## src/rtl/mavg_axis_packetizer.sv

```systemverilog
// Packetizes moving-average filter samples onto an AXI-Stream master through a
// small FIFO and a registered output stage; tlast marks every packet_len-th beat.
module mavg_axis_packetizer #(
    parameter int DATA_WIDTH = 32,
    parameter int FIFO_DEPTH = 16
) (
    input  logic                            clk,
    input  logic                            rst,
    input  logic                            enable,
    input  logic [15:0]                     packet_len,
    input  logic                            in_data_valid,
    input  logic [DATA_WIDTH-1:0]           in_data,
    output logic [DATA_WIDTH-1:0]           m_axis_tdata,
    output logic                            m_axis_tvalid,
    input  logic                            m_axis_tready,
    output logic                            m_axis_tlast,
    output logic [$clog2(FIFO_DEPTH):0]     fifo_level,
    output logic                            overflow
);
    localparam int AW = $clog2(FIFO_DEPTH);
    localparam logic [AW-1:0] PTR_ONE  = 1;
    localparam logic [AW:0]   CNT_ONE  = 1;
    localparam logic [AW:0]   CNT_FULL = (AW+1)'(FIFO_DEPTH);

    logic [DATA_WIDTH-1:0] mem_q [FIFO_DEPTH];
    logic [DATA_WIDTH-1:0] mem_d [FIFO_DEPTH];
    logic [AW-1:0]         wr_ptr_q, wr_ptr_d;
    logic [AW-1:0]         rd_ptr_q, rd_ptr_d;
    logic [AW:0]           count_q, count_d;
    logic [DATA_WIDTH-1:0] tdata_q, tdata_d;
    logic                  tvalid_q, tvalid_d;
    logic                  tlast_q, tlast_d;
    logic [15:0]           beat_q, beat_d;
    logic [15:0]           len_q, len_d;
    logic                  overflow_q, overflow_d;

    logic        full, empty, wr_en, rd_en, xfer, drop;
    logic [15:0] beat_after, new_len, cur_len;

    always_comb begin
        full       = (count_q == CNT_FULL);
        empty      = (count_q == '0);
        wr_en      = in_data_valid & enable & ~full;
        drop       = in_data_valid & enable & full;
        xfer       = tvalid_q & m_axis_tready;
        rd_en      = ~empty & (~tvalid_q | m_axis_tready);
        // Beat index the next loaded sample will occupy, after this edge's transfer.
        beat_after = xfer ? (tlast_q ? 16'd0 : beat_q + 16'd1) : beat_q;
        new_len    = (packet_len == 16'd0) ? 16'd1 : packet_len;
        cur_len    = (beat_after == 16'd0) ? new_len : len_q;

        mem_d      = mem_q;
        wr_ptr_d   = wr_ptr_q;
        rd_ptr_d   = rd_ptr_q;
        count_d    = count_q;
        tdata_d    = tdata_q;
        tvalid_d   = tvalid_q;
        tlast_d    = tlast_q;
        len_d      = len_q;
        beat_d     = beat_after;
        overflow_d = overflow_q | drop;

        if (wr_en) begin
            mem_d[wr_ptr_q] = in_data;
            wr_ptr_d        = wr_ptr_q + PTR_ONE;
        end

        if (rd_en) begin
            rd_ptr_d = rd_ptr_q + PTR_ONE;
            tdata_d  = mem_q[rd_ptr_q];
            tvalid_d = 1'b1;
            tlast_d  = (beat_after == cur_len - 16'd1);
            len_d    = cur_len;
        end else if (xfer) begin
            tvalid_d = 1'b0;
            tlast_d  = 1'b0;
        end

        case ({wr_en, rd_en})
            2'b10:   count_d = count_q + CNT_ONE;
            2'b01:   count_d = count_q - CNT_ONE;
            default: count_d = count_q;
        endcase
    end

    // Storage needs no reset: the pointers and count define which entries are live.
    always_ff @(posedge clk) begin
        mem_q <= mem_d;
    end

    always_ff @(posedge clk or negedge rst) begin
        if (!rst) begin
            wr_ptr_q   <= '0;
            rd_ptr_q   <= '0;
            count_q    <= '0;
            tdata_q    <= '0;
            tvalid_q   <= 1'b0;
            tlast_q    <= 1'b0;
            beat_q     <= 16'd0;
            len_q      <= 16'd1;
            overflow_q <= 1'b0;
        end else begin
            wr_ptr_q   <= wr_ptr_d;
            rd_ptr_q   <= rd_ptr_d;
            count_q    <= count_d;
            tdata_q    <= tdata_d;
            tvalid_q   <= tvalid_d;
            tlast_q    <= tlast_d;
            beat_q     <= beat_d;
            len_q      <= len_d;
            overflow_q <= overflow_d;
        end
    end

    assign m_axis_tdata  = tdata_q;
    assign m_axis_tvalid = tvalid_q;
    assign m_axis_tlast  = tlast_q;
    assign fifo_level    = count_q;
    assign overflow      = overflow_q;

endmodule

```

## config.mk

```make
export PLATFORM = sky130hd
export DESIGN_NAME = mavg_axis_packetizer
export DESIGN_NICKNAME = d
export VERILOG_FILES = /design/src/rtl/mavg_axis_packetizer.sv
export SDC_FILE = /design/constraint.sdc
export NUM_CORES = 1
export LEC_CHECK = 0
export CAP_MARGIN = 20
export CORE_ASPECT_RATIO = 1.5
export CORE_MARGIN = 2
export CORE_UTILIZATION = 25
export CTS_BUF_LIST = sky130_fd_sc_hd__clkbuf_4 sky130_fd_sc_hd__clkbuf_8
export DETAILED_ROUTE_END_ITERATION = 10
export SYNTH_ARGS = -nofsm -noshare
export SYNTH_HDL_FRONTEND = slang
export SYNTH_SLANG_ARGS = --single-unit
```

## constraint.sdc

```tcl
create_clock -name clk -period 5.7 [get_ports clk]
set_input_delay 0.855 -clock clk [delete_from_list [all_inputs] [get_ports clk]]
set_output_delay 0.855 -clock clk [all_outputs]
set_load 0.02 [all_outputs]
```

## Yosys cells after proc, flatten, opt, wreduce, memory -nomap -nowiden

Index checks and enable logic that the tools add are counted.

- Output and inout port bits: 40
- Input bits: 53
- Flip-flop bits (word level): 592

- Reductions and logical operators: 6
- $add $sub $neg: 6
- Equal/unequal tests: 4
- $lt $le $gt $ge: 3
- Muxes and demuxes: 14
- Bitwise gates (word level): 12

Operators by type and width:

| cell | count |
|---|---|
| bitwise mux 512 bit | 1 |
| binary-select mux 32 bit (select 4 bit) | 1 |
| demux 32 bit (select 4 bit) | 1 |
| two-way mux 32 bit | 3 |
| two-way mux 16 bit | 4 |
| zero test 16 bit | 2 |
| adder 16 x 1 -> 16 bit (second input constant) | 1 |
| == test 16 bit | 1 |
| subtractor 16 x 1 -> 16 bit (second input constant) | 1 |
| greater-or-equal comparator 5 bit (second input constant) | 2 |
| inverter 4 -> 5 bit | 2 |
| case mux 5 bit (2 select lines) | 1 |
| adder 4 x 1 -> 4 bit (second input constant) | 2 |
| adder 5 x 1 -> 5 bit (second input constant) | 1 |
| AND 1 bit | 5 |
| == test 5 bit (second input constant) | 1 |
| zero test 5 bit | 1 |
| less-than comparator 5 x 1 -> 1 bit (second input constant) | 1 |
| subtractor 5 x 1 -> 5 bit (second input constant) | 1 |
| nonzero test 2 bit | 2 |
| two-way mux 1 bit | 3 |
| inverter 1 bit | 3 |
| == test 2 x 1 -> 1 bit (second input constant) | 1 |
| == test 2 bit (second input constant) | 1 |
| 2 further kinds | 3 |

## Logic depth before layout (Yosys ltp)

Gate-level depths: netlist of the first run.

- Word-level depth: 8
- Depth in mapped cells: 21
- Depth with buffers taken out: 19

## Least setup slack after synthesis of the first run

No wires, ideal clock.

- Path type: input to register
- Start: input port m_axis_tready
- End: register tlast_q (netlist: m_axis_tlast)
- Data required time: 5596 ps
- Cell stages on the path: 20
- Arrival: 5008 ps
- Setup slack: 588 ps
- Library setup time: 104 ps
- Cells stage by stage: nand4_1 -> or2_2 -> nor3_1 -> mux2i_1 -> inv_2 -> or4_1 -> clkbuf_2 -> nor2_2 -> buf_2 -> mux2i_1 -> ha_1 -> nand2b_1 -> or3_1 -> nor3_1 -> xor2_1 -> xnor2_1 -> nand4_1 -> a221oi_1 -> o2111ai_1 -> o41ai_2

- Word-level cells in the longest chain between the ends: 7
- Elaborated cells between the ends (all ways): 10

RTL lines:

| what | RTL line | source |
|---|---|---|
| from (decl) | 15 | `input logic m_axis_tready,` |
| AND 1 bit * | 45 | `xfer = tvalid_q & m_axis_tready;` |
| two-way mux 16 bit * | 48 | `beat_after = xfer ? (tlast_q ? 16'd0 : beat_q + 16'd1) : beat_q;` |
| via beat_after[11] | 38 | `logic [15:0] beat_after, new_len, cur_len;` |
| zero test 16 bit | 50 | `cur_len = (beat_after == 16'd0) ? new_len : len_q;` |
| two-way mux 16 bit | 50 |  |
| subtractor 16 x 1 -> 16 bit | 72 | `tlast_d = (beat_after == cur_len - 16'd1);` |
| == test 16 bit * | 72 |  |
| two-way mux 1 bit * | 68 | `if (rd_en) begin` |
| to (signal assigned) | 108 | `tlast_q <= tlast_d;` |
| to (decl) | 32 | `logic tlast_q, tlast_d;` |

The timed path passes the listed nets; every way through them passes the cells marked *.
A chain may end at the register's enable or synchronous reset.

## Final worst setup path of the first run

- Start: input port m_axis_tready
- End: register tlast_q (netlist: m_axis_tlast)

- Word-level cells in the longest chain between the ends: 7
- Elaborated cells between the ends (all ways): 10

RTL lines:

| what | RTL line |
|---|---|
| AND 1 bit | 45 |
| two-way mux 16 bit | 48 |
| zero test 16 bit | 50 |
| two-way mux 16 bit | 50 |
| subtractor 16 x 1 -> 16 bit | 72 |
| == test 16 bit | 72 |
| two-way mux 1 bit | 68 |

Several ways; a longest one is shown, not always the timed one.

==> results of run 1 <==
[cell usage in the layout, fill, tap and decap left out, types with 4 or more instances in the layout]
| cell type | n |
|---|---|
| o21ai_0 | 22 |
| nor3_1 | 14 |
| nand4_1 | 9 |
| nand2b_1 | 13 |
| clkinvlp_4 | 4 |
| mux2i_1 | 11 |
| inv_1 | 20 |
| clkbuf_4 | 21 |
| edfxtp_1 | 512 |
| clkinv_2 | 18 |
| xnor2_1 | 26 |
| ha_1 | 11 |
| nor2_4 | 12 |
| clkinv_1 | 17 |
| or4_1 | 8 |
| buf_4 | 44 |
| nand3_1 | 11 |
| bufinv_16 | 4 |
| nor4_1 | 7 |
| clkbuf_8 | 102 |
| a21oi_1 | 15 |
| clkdlybuf4s50_1 | 91 |
| o31ai_1 | 4 |
| mux4_2 | 160 |
| xor2_1 | 6 |
| nand2_1 | 141 |
| or3_1 | 10 |
| mux2_2 | 14 |
| dfrtp_1 | 75 |
| nor3_2 | 4 |
| nor2_1 | 24 |
[metrics by stage]
stage / cells / hold slack (ps) / worst slack [ps] / utilization [%] / area, sq um
after global placement: 2588 / 448 / 154 / 28.1 / 26500
after CTS: 2762 / 139 / 833 / 30.2 / 28500
after floorplan: 1246 / 464 / 588 / - / 23800
after global routing: 2764 / 183 / 405 / 30.3 / 28500
final: 2764 / 178 / 791 / 30.3 / 28500
after detailed placement: 2588 / 469 / 111 / 28.1 / 26500
[kinds of logic (layout without fill, tap and decap cells)]
| group | after synthesis | in the layout |
|---|---|---|
| XOR/XNOR | 32 | 32 |
| other | 0 | 1 |
| AND/OR/NAND/NOR | 277 | 277 |
| AO/OA/AOI/OAI | 68 | 68 |
| multiplexers | 187 | 187 |
| flip-flops | 592 | 592 |
| adder cells (fa/ha/maj) | 12 | 12 |
| buffers and inverters | 78 | 335 |
[cell usage after synthesis, drive strengths merged, types with 3 or more instances]
cell type  count
mux2          15
clkbuf        32
xor2           6
edfxtp       512
and2           5
a21oi         15
o21ai         24
mux4         160
nand2        144
dfrtp         79
ha            11
inv           23
buf           23
nor2          37
o31ai          4
mux2i         12
nand2b        13
nor3          18
or4            9
a21o           3
or3           10
xnor2         26
nor4           9
nand4         10
nand3         11
[worst max path at each step]
stage                       start            to  slack, ps  cells after the start
finish              m_axis_tready  m_axis_tlast        790                     19
detailed placement  m_axis_tready  m_axis_tlast        110                     19
floorplan           m_axis_tready  m_axis_tlast        590                     20
CTS                 m_axis_tvalid  m_axis_tlast        830                     18
global placement    m_axis_tready  m_axis_tlast        150                     19
global route        m_axis_tready  m_axis_tlast        400                     19
[critical path, stage by stage]
cell and delay [ps]:
clkdlybuf4s50_1 480, buf_4 160, nand2_2 120, or4_4 590, nor3_1 240, mux2i_1 280, nand4b_1 170, nor2_2 250
mux2i_1 290, ha_1 240, nand2b_1 80, or3_1 400, nor3_1 240, xor2_1 200, xnor2_1 140, nand4_1 110
a221oi_1 280, o2111ai_1 170, o41ai_2 210
[per-layer routing]
metal  part of all wire, %  wire length (um)
met3                   5.5              3240
met4                   3.2              1890
met5                  0.10                62
met2                    52             31000
met1                    39             23100
[layout make-up]
type                    instances  area, sq um
diodes                          1         2.50
inverters                      23         86.3
well taps                    1260         1580
flip-flops and latches        592        17400
clock inverters                51          414
clock buffers                 123         1560
multi-input cells             576         6200
repair buffers                138         1300
fillers                      9242        65700
[report_power, final]
| group | leakage, nW | switching (mW) | internal [mW] |
|---|---|---|---|
| Clock | 1.03 | 1.75 | 2.01 |
| Combinational | 2.73 | 1.93 | 1.90 |
| Sequential | 5.59 | 0.421 | 5.15 |
| Total | 9.36 | 4.11 | 9.06 |
[sequential cells by signal, indices dropped and copies added, names as in the netlist]
register / cells
rd_ptr_q: 4
len_q: 16
mem_q: 512
overflow: 1
fifo_level: 5
m_axis_tlast: 1
m_axis_tvalid: 1
m_axis_tdata: 32
beat_q: 16
wr_ptr_q: 4
==> impl_summary.txt, run 1 <==
----------------------------------------------------
[Run status]
  Run status ... completed

[Worst setup path]
  Minimum setup slack among reg-to-reg paths ... 820 ps
  Worst r2r path cells ... 18
  Max FO, Critical Path ... 8
  Critical path startpoint category ... input port
  R2r startpoint ... m_axis_tvalid
  Endpoint required time on the critical path ... 6300 ps
  RR Endpoint ... m_axis_tlast
  Worst Setup End Kind ... register
  Arrival time at the worst endpoint ... between 5000 and 6000 ps
  Worst Setup Path Type ... in2reg

[Global routing]
  Wire length of the first global-routing pass ... 87.7 mm
  Antenna violations before repair ... 6
  Via count of the first global-routing pass ... 13,500
  Global-route track usage on met3 ... 2.68%
  Pin count of the biggest net entering global routing ... between 80 and 90
  Routing layer with the top usage in global route ... met2
  Aggregate global routing overflow ... 0
  Met1 track utilization from global routing ... 13.8%
  Met2 Usage GRT ... 21.7%
  GRT Overall Usage ... 12.1%

[Place]
  Final estimated routing congestion in global placement ... 0.876
  Dpl hpwl ... about 34 mm
  Count of buffers from port buffering ... 92

[CTS]
  Quantity of hold-fixing buffers added after cts ... 0
  Post-CTS Setup Bufs ... 0
  CTS Buf Count ... 93
  PostCTS Resize Cnt ... 0
  Clock insertion delay at the later pin of the skew report ... around 710 ps
  TritonCTS clock tree ... yes
  CTS clock-pin slew for the worst setup and hold paths ... 60 ps
  CTS H-tree depth ... 3
  Number of buffers between clock root and the deepest sink ... 3
  Cell at the root of the clock tree ... clkbuf_8
  Total number of clock tree sinks ... ~590

[Die]
  Die boundary width ... 256 um
  Die area ... 97,600 sq um
  Row count ... 138
  Initial cell density of the core ... 25.2%
  IO Pins ... 93
  Area of the placeable core ... 94,300 sq um
  Chip height ... ~380 um

[Synthesis]
  Share of synthesized cell area in and, or, nand and nor gates ... 5.53%
  Multiplexer area fraction after synthesis ... roughly 16%
  Largest family of logic cells by synthesized area ... multiplexers
  Fraction of synthesis flops using an asynchronous set or reset pin ... between 10% and 20%
  Post-synthesis compound-gate area fraction ... 1.86%
  Yosys top cell by area ... edfxtp_1
  EDFF count, synth ... 512
  Number of distinct library cell variants in the gate-level netlist after synthesis ... 66
  Syn_nets ... 1,311
  Portion of the post-synthesis area used by sequential elements ... 73.1%
  Post-Synth XOR/XNOR Area ... 1.18%
  Biggest area contributors in the synthesized netlist ... edfxtp_1 65%, mux4_2 15%, dfrtp_1 8.3%
  Main flop type after synthesis ... edfxtp_1
  Total of warnings raised by yosys ... 0
  Cells after Synth ... 1,246
  Synth Register Bits ... ~590
  Area fraction of the dominant cell type after synthesis ... 64.7%
  Post-synthesis adder-cell area fraction ... 0.663%
  Syn Std Cell Area ... 23,800 sq um
  Mean post-synth cell area ... 19.1 sq um

[Timing]
  Worst setup skew after layout ... 26.2 ps
  Final Hold Violating Endpoints ... 0
  Slew Viols, Final ... 0
  Maximum frequency from static timing analysis ... approximately 0.20 GHz
  Total negative slack for setup checks ... 0 ps
  Transition time of the tightest slew-check pin ... 1060 ps
  Unrepaired setup endpoints after global routing ... false
  Final critical-path required period ... 4910 ps
  Slew Limit Headroom ... 28.9%
  Number of setup violations in the final report ... 0
  Final critical-path share of the clock period ... 86.1%

[Detailed routing]
  Wirelength per Cell ... around 21 um
  Per-cell via count in the routed design ... 4.52
  Number of antenna-violating nets in the routed design ... 0
  Number of vias after detailed routing ... 12,500
  Final wirelength ... 59.2 mm
  Drt drc ... 0
  Initial drt markers ... 948
  Total iterations of the first detailed-routing run ... 5

[Final layout]
  Area delta synth->final ... 20.0%
  Fraction of final layout cells sized beyond drive strength 1 ... about 28%
  Number of nets in the final layout ... 1,489

[Power and ir drop]
  Worst IR Drop VDD ... 0.337 mV
  Power density relative to cell area ... between 400 and 500 nW/um^2
  Overall power after layout ... 13.2 mW
  Leak Pwr ... 9.36 nW

[Flow run]
  Number of violations of the max-capacitance limit ... 0

[Hold path]
  Worst Hold Class ... in2async

----------------------------------------------------
Note: power is estimated with default switching activity, not from simulation.
==> inputs of run 2 (changes only) <==
--- a/config.mk
+++ b/config.mk
@@ -11,6 +11,7 @@
 export CORE_UTILIZATION = 25
 export CTS_BUF_LIST = sky130_fd_sc_hd__clkbuf_4 sky130_fd_sc_hd__clkbuf_8
 export DETAILED_ROUTE_END_ITERATION = 10
+export SLEW_MARGIN = 20
 export SYNTH_ARGS = -nofsm -noshare
 export SYNTH_HDL_FRONTEND = slang
 export SYNTH_SLANG_ARGS = --single-unit
==> run 2 against run 1 <==
  * Power about the same
  * Via count up 0.17%
  * Die area did not move
  * Cell count unchanged
  * Maximum frequency down 0.37%
  * Critical path type unchanged
==> impl_summary.txt, run 2 (synthesis results as in run 1) <==
----------------------------------------------------
[Detailed routing]
  Drt drc ... 0 (unchanged)
  Wirelength per Cell ... 21.4 um (about the same)
  Final wirelength ... 59.1 mm (was 59.2 mm)
  Initial drt markers ... 902 (was 948)
  Number of antenna-violating nets in the routed design ... 0 (unchanged)
  Total iterations of the first detailed-routing run ... 5 (unchanged)
  Per-cell via count in the routed design ... 4.53 (was 4.52)
  Number of vias after detailed routing ... 12,500 (about the same)

[CTS]
  Number of buffers between clock root and the deepest sink ... 3 (unchanged)
  Total number of clock tree sinks ... 592 (unchanged)
  CTS Buf Count ... 93 (unchanged)
  Quantity of hold-fixing buffers added after cts ... 0 (unchanged)
  TritonCTS clock tree ... yes (unchanged)
  Clock insertion delay at the later pin of the skew report ... 710 ps (about the same)
  CTS clock-pin slew for the worst setup and hold paths ... 60 ps (about the same)
  Cell at the root of the clock tree ... clkbuf_8 (unchanged)
  CTS H-tree depth ... 3 (unchanged)
  Post-CTS Setup Bufs ... 0 (unchanged)
  PostCTS Resize Cnt ... 0 (unchanged)

[Worst setup path]
  Worst Setup Path Type ... in2reg (unchanged)
  Cell-by-cell listing of the critical path ... clkdlybuf4s50_1, buf_4, nand2_2, or4_4, nor3_1, mux2i_1, nand4b_1, nor2_2, mux2i_1, ha_1, nand2b_1, or3_1, nor3_1, xor2_1, xnor2_1, nand4_1, a221oi_1, o2111ai_1, o41ai_2 (unchanged)
  Arrival time at the worst endpoint ... 5520 ps (was 5510 ps)
  Critical path startpoint category ... input port (unchanged)
  Max stage delay cell, worst path ... or4_4 (unchanged)
  Biggest cell delay along the critical path ... 590 ps (about the same)
  Worst Setup End Kind ... register (unchanged)
  Endpoint required time on the critical path ... 6300 ps (about the same)
  Max FO, Critical Path ... 8 (unchanged)

[Power and ir drop]
  Clock Power Share ... 28.6% (about the same)
  Worst IR Drop VDD ... 0.337 mV (about the same)
  Gate power share ... 29.1% (about the same)
  Power density relative to cell area ... 461 nW/um^2 (about the same)
  Part of the total power dissipated in sequential elements ... 42.3% (about the same)
  Leak Pwr ... 9.36 nW (about the same)
  Net switching power figure ... 4.11 mW (about the same)
  Proportion of total power due to net switching ... 31.2% (about the same)
  Internal power summed over all cells ... 9.06 mW (about the same)

[Timing]
  Final Hold Violating Endpoints ... 0 (unchanged)
  Unrepaired setup endpoints after global routing ... false (unchanged)
  Final critical-path required period ... 4930 ps (was 4910 ps)
  Total negative slack for setup checks ... 0 ps (unchanged)
  Number of setup violations in the final report ... 0 (unchanged)
  Final critical-path share of the clock period ... 86.5% (was 86.1%)
  Slew Limit Headroom ... 29.4% (was 28.9%)
  Maximum frequency from static timing analysis ... 0.203 GHz (was 0.204 GHz)
  Transition time of the tightest slew-check pin ... 1060 ps (about the same)
  Slew Viols, Final ... 0 (unchanged)
  Worst setup skew after layout ... 29.2 ps (was 26.2 ps)

[Die]
  Initial cell density of the core ... 25.2% (unchanged)
  Die boundary width ... 256 um (unchanged)
  Row count ... 138 (unchanged)
  IO Pins ... 93 (unchanged)
  Die area ... 97,600 sq um (unchanged)
  Area of the placeable core ... 94,300 sq um (unchanged)
  Chip height ... 382 um (unchanged)

[Final layout]
  Leading cell type in the layout, fill and taps excluded ... edfxtp_1 (unchanged)
  Register Area ... 17,400 sq um (unchanged)
  Top library cells by usage in the layout, fill and taps aside ... 512 x edfxtp_1, 160 x mux4_2, 141 x nand2_1 (unchanged)
  Number of nets in the final layout ... 1,489 (unchanged)
  Area of the multi-input gates ... 6200 sq um (unchanged)
  Flip-flop count of the largest register after layout ... 512 (unchanged)
  Fraction of final layout cells sized beyond drive strength 1 ... 27.5% (unchanged)
  Register ranked first by flip-flop count ... mem_q (unchanged)
  Filler cell count ... 9,239 (was 9,242)
  Utilization after layout ... 30.3% (about the same)
  Area delta synth->final ... 20.0% (about the same)

[Global routing]
  Pin count of the biggest net entering global routing ... 86 (unchanged)
  Wire length of the first global-routing pass ... 87.7 mm (unchanged)
  Antenna violations before repair ... 6 (unchanged)
  Aggregate global routing overflow ... 0 (unchanged)
  GRT Overall Usage ... 12.1% (unchanged)
  Via count of the first global-routing pass ... 13,500 (unchanged)

[Hold path]
  Worst Hold Class ... in2async (unchanged)

[Place]
  Final estimated routing congestion in global placement ... 0.876 (unchanged)
  Dpl hpwl ... 34.4 mm (unchanged)
  Count of buffers from port buffering ... 92 (unchanged)

[Run status]
  Run status ... completed (unchanged)

[Flow run]
  Number of violations of the max-capacitance limit ... 0 (unchanged)

----------------------------------------------------
-- run 2: cell types whose count changed in the layout (fill, tap and decap cells not counted) --
cell,previous run,this run
buf_12,3,2
buf_16,0,1
-- run 2: worst paths after layout --
path	from	to	slack (ps)	cells after the start
max	m_axis_tready	m_axis_tlast	770	19
min	rst	m_axis_tdata[7]	180	1
max reg2reg	m_axis_tvalid	m_axis_tlast	810	18
min reg2reg	overflow	overflow	470	1
max in group asynchronous	rst	len_q[9]	4420	2
min in group clk	overflow	overflow	470	1
-- run 2: cell type report --
| type | instances | area share (%) |
|---|---|---|
| multi-input combinational | 576 | 21.7 |
| clock buffer | 123 | 5.47 |
| timing repair buffer | 138 | 4.59 |
| inverter | 23 | 0.302 |
| tap | 1260 | 5.52 |
| antenna | 1 | 0.00877 |
| sequential | 592 | 60.9 |
| clock inverter | 51 | 1.45 |
-- run 2: power groups by stage --
stage                     Clock (mW)  Sequential (mW)  Combinational (mW)
after global routing            4.07             5.63                4.14
after floorplan                    0             5.59                2.59
after detailed placement           0             5.67                3.91
final                           3.76             5.58                3.83
after global placement             0             5.65                3.86
after CTS                       3.89             5.58                3.92
-- run 2: per-stage QoR --
step                      hold slack, ps  total power, mW  cell area (sq um)  setup slack, ps  cells
after floorplan                      464             8.18              23800              588   1246
after detailed placement             469             9.58              26500              111   2588
final                                180             13.2              28500              772   2764
after global routing                 183             13.8              28500              405   2764
after global placement               448             9.50              26500              154   2588
after CTS                            139             13.4              28500              833   2762
-- run 2: routing by layer --
layer | part of all wire (%) | up-vias | wire [um] | global-route usage (%)
met1 | 39 | 6617 | 23000 | 13.8
met2 | 53 | 374 | 31100 | 21.7
met5 | 0.10 | - | 62 | 0
li1 | - | 5378 | - | -
met3 | 5.5 | 135 | 3230 | 2.68
met4 | 3.1 | 8 | 1800 | 4.88
-- run 2: worst max-delay path: cells and delay by family --
family / cells / cell delay (ps)
AND/OR/NAND/NOR: 9 / 2200
AO/OA/AOI/OAI: 3 / 660
buffers and inverters: 2 / 640
multiplexers: 2 / 580
XOR/XNOR: 2 / 340
adder cells (fa/ha/maj): 1 / 240
==> inputs of run 3 (changes only) <==
--- a/config.mk
+++ b/config.mk
@@ -11,6 +11,7 @@
 export CORE_UTILIZATION = 25
 export CTS_BUF_LIST = sky130_fd_sc_hd__clkbuf_4 sky130_fd_sc_hd__clkbuf_8
 export DETAILED_ROUTE_END_ITERATION = 10
+export RECOVER_POWER = 100
 export SLEW_MARGIN = 20
 export SYNTH_ARGS = -nofsm -noshare
 export SYNTH_HDL_FRONTEND = slang
==> run 3 against run 2 <==
  * The flow now finishes with violations (capacitance limit, slew limit)
  * Hold slack gained 290 ps
  * Count of clock-buffer cells in the layout unchanged
  * Clock power about the same
  * Design area is 0.90% lower
  * Die area is the same
  * Via count fell by 0.35%
  * Combinational power shrank 3%
  * Critical path type unchanged
  * Highest routed layer unchanged
==> impl_summary.txt, run 3 (synthesis results as in run 1) <==
----------------------------------------------------
[CTS]
  Cell at the root of the clock tree ... clkbuf_8 (unchanged)
  PostCTS Resize Cnt ... 0 (unchanged)
  Clock insertion delay at the later pin of the skew report ... 710 ps (about the same)
  Quantity of hold-fixing buffers added after cts ... 0 (unchanged)
  TritonCTS clock tree ... yes (unchanged)
  Post-CTS Setup Bufs ... 0 (unchanged)
  Number of buffers between clock root and the deepest sink ... 3 (unchanged)
  Total number of clock tree sinks ... 592 (unchanged)
  CTS H-tree depth ... 3 (unchanged)
  CTS Buf Count ... 93 (unchanged)
  CTS clock-pin slew for the worst setup and hold paths ... 60 ps (about the same)

[Timing]
  Number of setup violations in the final report ... 0 (unchanged)
  Maximum frequency from static timing analysis ... 0.198 GHz (was 0.203 GHz)
  Unrepaired setup endpoints after global routing ... false (unchanged)
  Slew Limit Headroom ... -101% (was 29.4%)
  Worst setup skew after layout ... 29.7 ps (was 29.2 ps)
  Slew Viols, Final ... 472 (was 0)
  Transition time of the tightest slew-check pin ... 3000 ps (was 1060 ps)
  Final critical-path required period ... 5060 ps (was 4930 ps)
  Total negative slack for setup checks ... 0 ps (unchanged)
  Worst Setup Slack, final ... 638 ps (was 772 ps)
  Final Hold Violating Endpoints ... 0 (unchanged)
  Final critical-path share of the clock period ... 88.8% (was 86.5%)

[Flow run]
  Number of violations of the max-capacitance limit ... 23 (was 0)

[Die]
  Row count ... 138 (unchanged)
  Die area ... 97,600 sq um (unchanged)
  Chip height ... 382 um (unchanged)
  Area of the placeable core ... 94,300 sq um (unchanged)
  Die boundary width ... 256 um (unchanged)
  IO Pins ... 93 (unchanged)
  Initial cell density of the core ... 25.2% (unchanged)

[Detailed routing]
  Drt drc ... 0 (unchanged)
  Total iterations of the first detailed-routing run ... 5 (unchanged)
  Initial drt markers ... 930 (was 902)
  Number of vias after detailed routing ... 12,500 (about the same)
  Number of antenna-violating nets in the routed design ... 0 (unchanged)
  Final wirelength ... 59.1 mm (about the same)
  Per-cell via count in the routed design ... 4.51 (was 4.53)
  Wirelength per Cell ... 21.4 um (about the same)

[Worst setup path]
  Depth of the critical timing path with buffers and inverters included ... 19 (unchanged)
  Family of cells with the greatest summed delay on the critical path ... simple AND/OR/NAND/NOR gates (unchanged)
  Max FO, Critical Path ... 8 (unchanged)
  Capture point of the critical path ... m_axis_tlast (unchanged)
  Biggest cell delay along the critical path ... 620 ps (was 590 ps)
  Worst Setup End Kind ... register (unchanged)
  Cell-by-cell listing of the critical path ... dlygate4sd3_1, buf_4, nand2_1, or4_4, mux2i_1, nor4_1, nand4b_1, nor2_2, mux2i_1, ha_1, nand2b_1, or3_1, nor3_1, xor2_1, xnor2_1, nand4_1, a221oi_1, o2111ai_1, o41ai_2 (was clkdlybuf4s50_1, buf_4, nand2_2, or4_4, nor3_1, mux2i_1, nand4b_1, nor2_2, mux2i_1, ha_1, nand2b_1, or3_1, nor3_1, xor2_1, xnor2_1, nand4_1, a221oi_1, o2111ai_1, o41ai_2)
  Beginning of the critical path ... m_axis_tready (unchanged)
  Endpoint required time on the critical path ... 6300 ps (about the same)
  Sum of buffers and inverters on the critical path ... 2 (unchanged)
  Max stage delay cell, worst path ... or4_4 (unchanged)
  Minimum setup slack among reg-to-reg paths ... 780 ps (was 810 ps)
  Worst r2r path cells ... 18 (unchanged)
  Arrival time at the worst endpoint ... 5660 ps (was 5520 ps)
  Critical path startpoint category ... input port (unchanged)
  Critical Path Most Common Cell ... mux2i_1
  Worst Setup Path Type ... in2reg (unchanged)
  RR Endpoint ... m_axis_tlast (unchanged)
  R2r startpoint ... beat_q[2] (was m_axis_tvalid)

[Hold path]
  Worst Hold Class ... reg2reg (was in2async)

[Power and ir drop]
  Internal power summed over all cells ... 8.99 mW (was 9.06 mW)
  Worst IR Drop VDD ... 0.338 mV (was 0.337 mV)
  Net switching power figure ... 4.06 mW (was 4.11 mW)
  Clock Power Share ... 28.8% (was 28.6%)
  Overall power after layout ... 13.0 mW (was 13.2 mW)
  Gate power share ... 28.5% (was 29.1%)
  Part of the total power dissipated in sequential elements ... 42.7% (was 42.3%)
  Power density relative to cell area ... 461 nW/um^2 (about the same)
  Leak Pwr ... 9.26 nW (was 9.36 nW)
  Proportion of total power due to net switching ... 31.1% (was 31.2%)

[Global routing]
  Global-route track usage on met3 ... 2.68% (unchanged)
  Met1 track utilization from global routing ... 13.8% (unchanged)
  Pin count of the biggest net entering global routing ... 86 (unchanged)
  Routing layer with the top usage in global route ... met2 (unchanged)
  Met2 Usage GRT ... 21.7% (unchanged)
  Via count of the first global-routing pass ... 13,500 (unchanged)
  Aggregate global routing overflow ... 0 (unchanged)
  Antenna violations before repair ... 13 (was 6)
  GRT Overall Usage ... 12.1% (unchanged)
  Wire length of the first global-routing pass ... 87.7 mm (unchanged)

[Final layout]
  Post-route standard cell area excluding fillers ... 28,300 sq um (was 28,500 sq um)
  Flip-flop count of the largest register after layout ... 512 (unchanged)
  Leading cell type in the layout, fill and taps excluded ... edfxtp_1 (unchanged)
  Top library cells by usage in the layout, fill and taps aside ... 512 x edfxtp_1, 160 x mux4_2, 143 x nand2_1 (was 512 x edfxtp_1, 160 x mux4_2, 141 x nand2_1)
  Area delta synth->final ... 19.0% (was 20.0%)
  Number of nets in the final layout ... 1,489 (unchanged)
  Fraction of final layout cells sized beyond drive strength 1 ... 24.1% (was 27.5%)
  Register ranked first by flip-flop count ... mem_q (unchanged)

[Run status]
  Violated checks ... capacitance limit, slew limit
  Run status ... finished, violations left (was completed)

[Place]
  Post-placement setup slack ... 111 ps (unchanged)
  Dpl hpwl ... 34.4 mm (unchanged)
  Final estimated routing congestion in global placement ... 0.876 (unchanged)
  Instance area after placement ... 26,500 sq um (unchanged)
  Count of buffers from port buffering ... 92 (unchanged)

----------------------------------------------------
[run 3: cell types whose count changed in the layout (fill, tap and decap cells not counted), moves of 2 or more]
cell             before  now
clkdlybuf4s50_1      91   17
dlygate4sd3_1         0   74
buf_4                44   13
clkbuf_1              0   30
nor2_1               24   36
nor2_4               12    0
nor3_1               14   18
nor3_2                4    0
clkbuf_2              0    2
inv_2                 3    1
nand2_1             141  143
nand2_2               3    1
[run 3: worst min-delay path by stage]
stage                     cells past startpoint               to             from  slack [ps]
after floorplan                               2         len_q[1]         len_q[1]         460
after global placement                        1         overflow         overflow         450
after detailed placement                      2  m_axis_tdata[0]  m_axis_tdata[0]         470
after CTS                                     1  m_axis_tdata[7]              rst         140
after global routing                          1         overflow         overflow         500
final                                         1         overflow         overflow         470
[run 3: per-layer routing]
metal | vias to the layer above | wire length, um
met5 | - | 66
met4 | 10 | 1860
met3 | 145 | 3320
met2 | 380 | 31100
met1 | 6566 | 22800
li1 | 5367 | -
[run 3: cell type report]
type,instances,area (sq um)
Antenna cell,1,2.50
Clock inverter,51,414
Multi-Input combinational cell,576,6090
Timing Repair Buffer,138,1170
Fill cell,9303,66000
Sequential cell,592,17400
Tap cell,1260,1580
Inverter,23,86.3
Clock buffer,123,1560
[run 3: worst register-to-register path: stages (launching register included)]
cell and delay, ps:
dfrtp_1 440, nand3_1 250, or2_2 370, nor3_1 230, mux2i_1 280, clkinv_1 110, or4_1 560, nor2_2 210
mux2i_1 290, ha_1 230, nand2b_1 80, or3_1 400, nor3_1 240, xor2_1 200, xnor2_1 140, nand4_1 120
a221oi_1 280, o2111ai_1 170, o41ai_2 210
[run 3: power by group through the flow]
stage	sequential (mW)	combinational, mW	clock (mW)
global placement	5.65	3.86	0
finish	5.57	3.72	3.76
detailed placement	5.67	3.91	0
global route	5.63	4.04	4.07
CTS	5.58	3.92	3.89
floorplan	5.59	2.59	0
[run 3: through the flow]
step | utilization [%] | hold slack, ps | std cells
global route | 30.0 | 501 | 2764
detailed placement | 28.1 | 469 | 2588
global placement | 28.1 | 448 | 2588
finish | 30.0 | 467 | 2764
CTS | 30.2 | 139 | 2762
floorplan | - | 464 | 1246
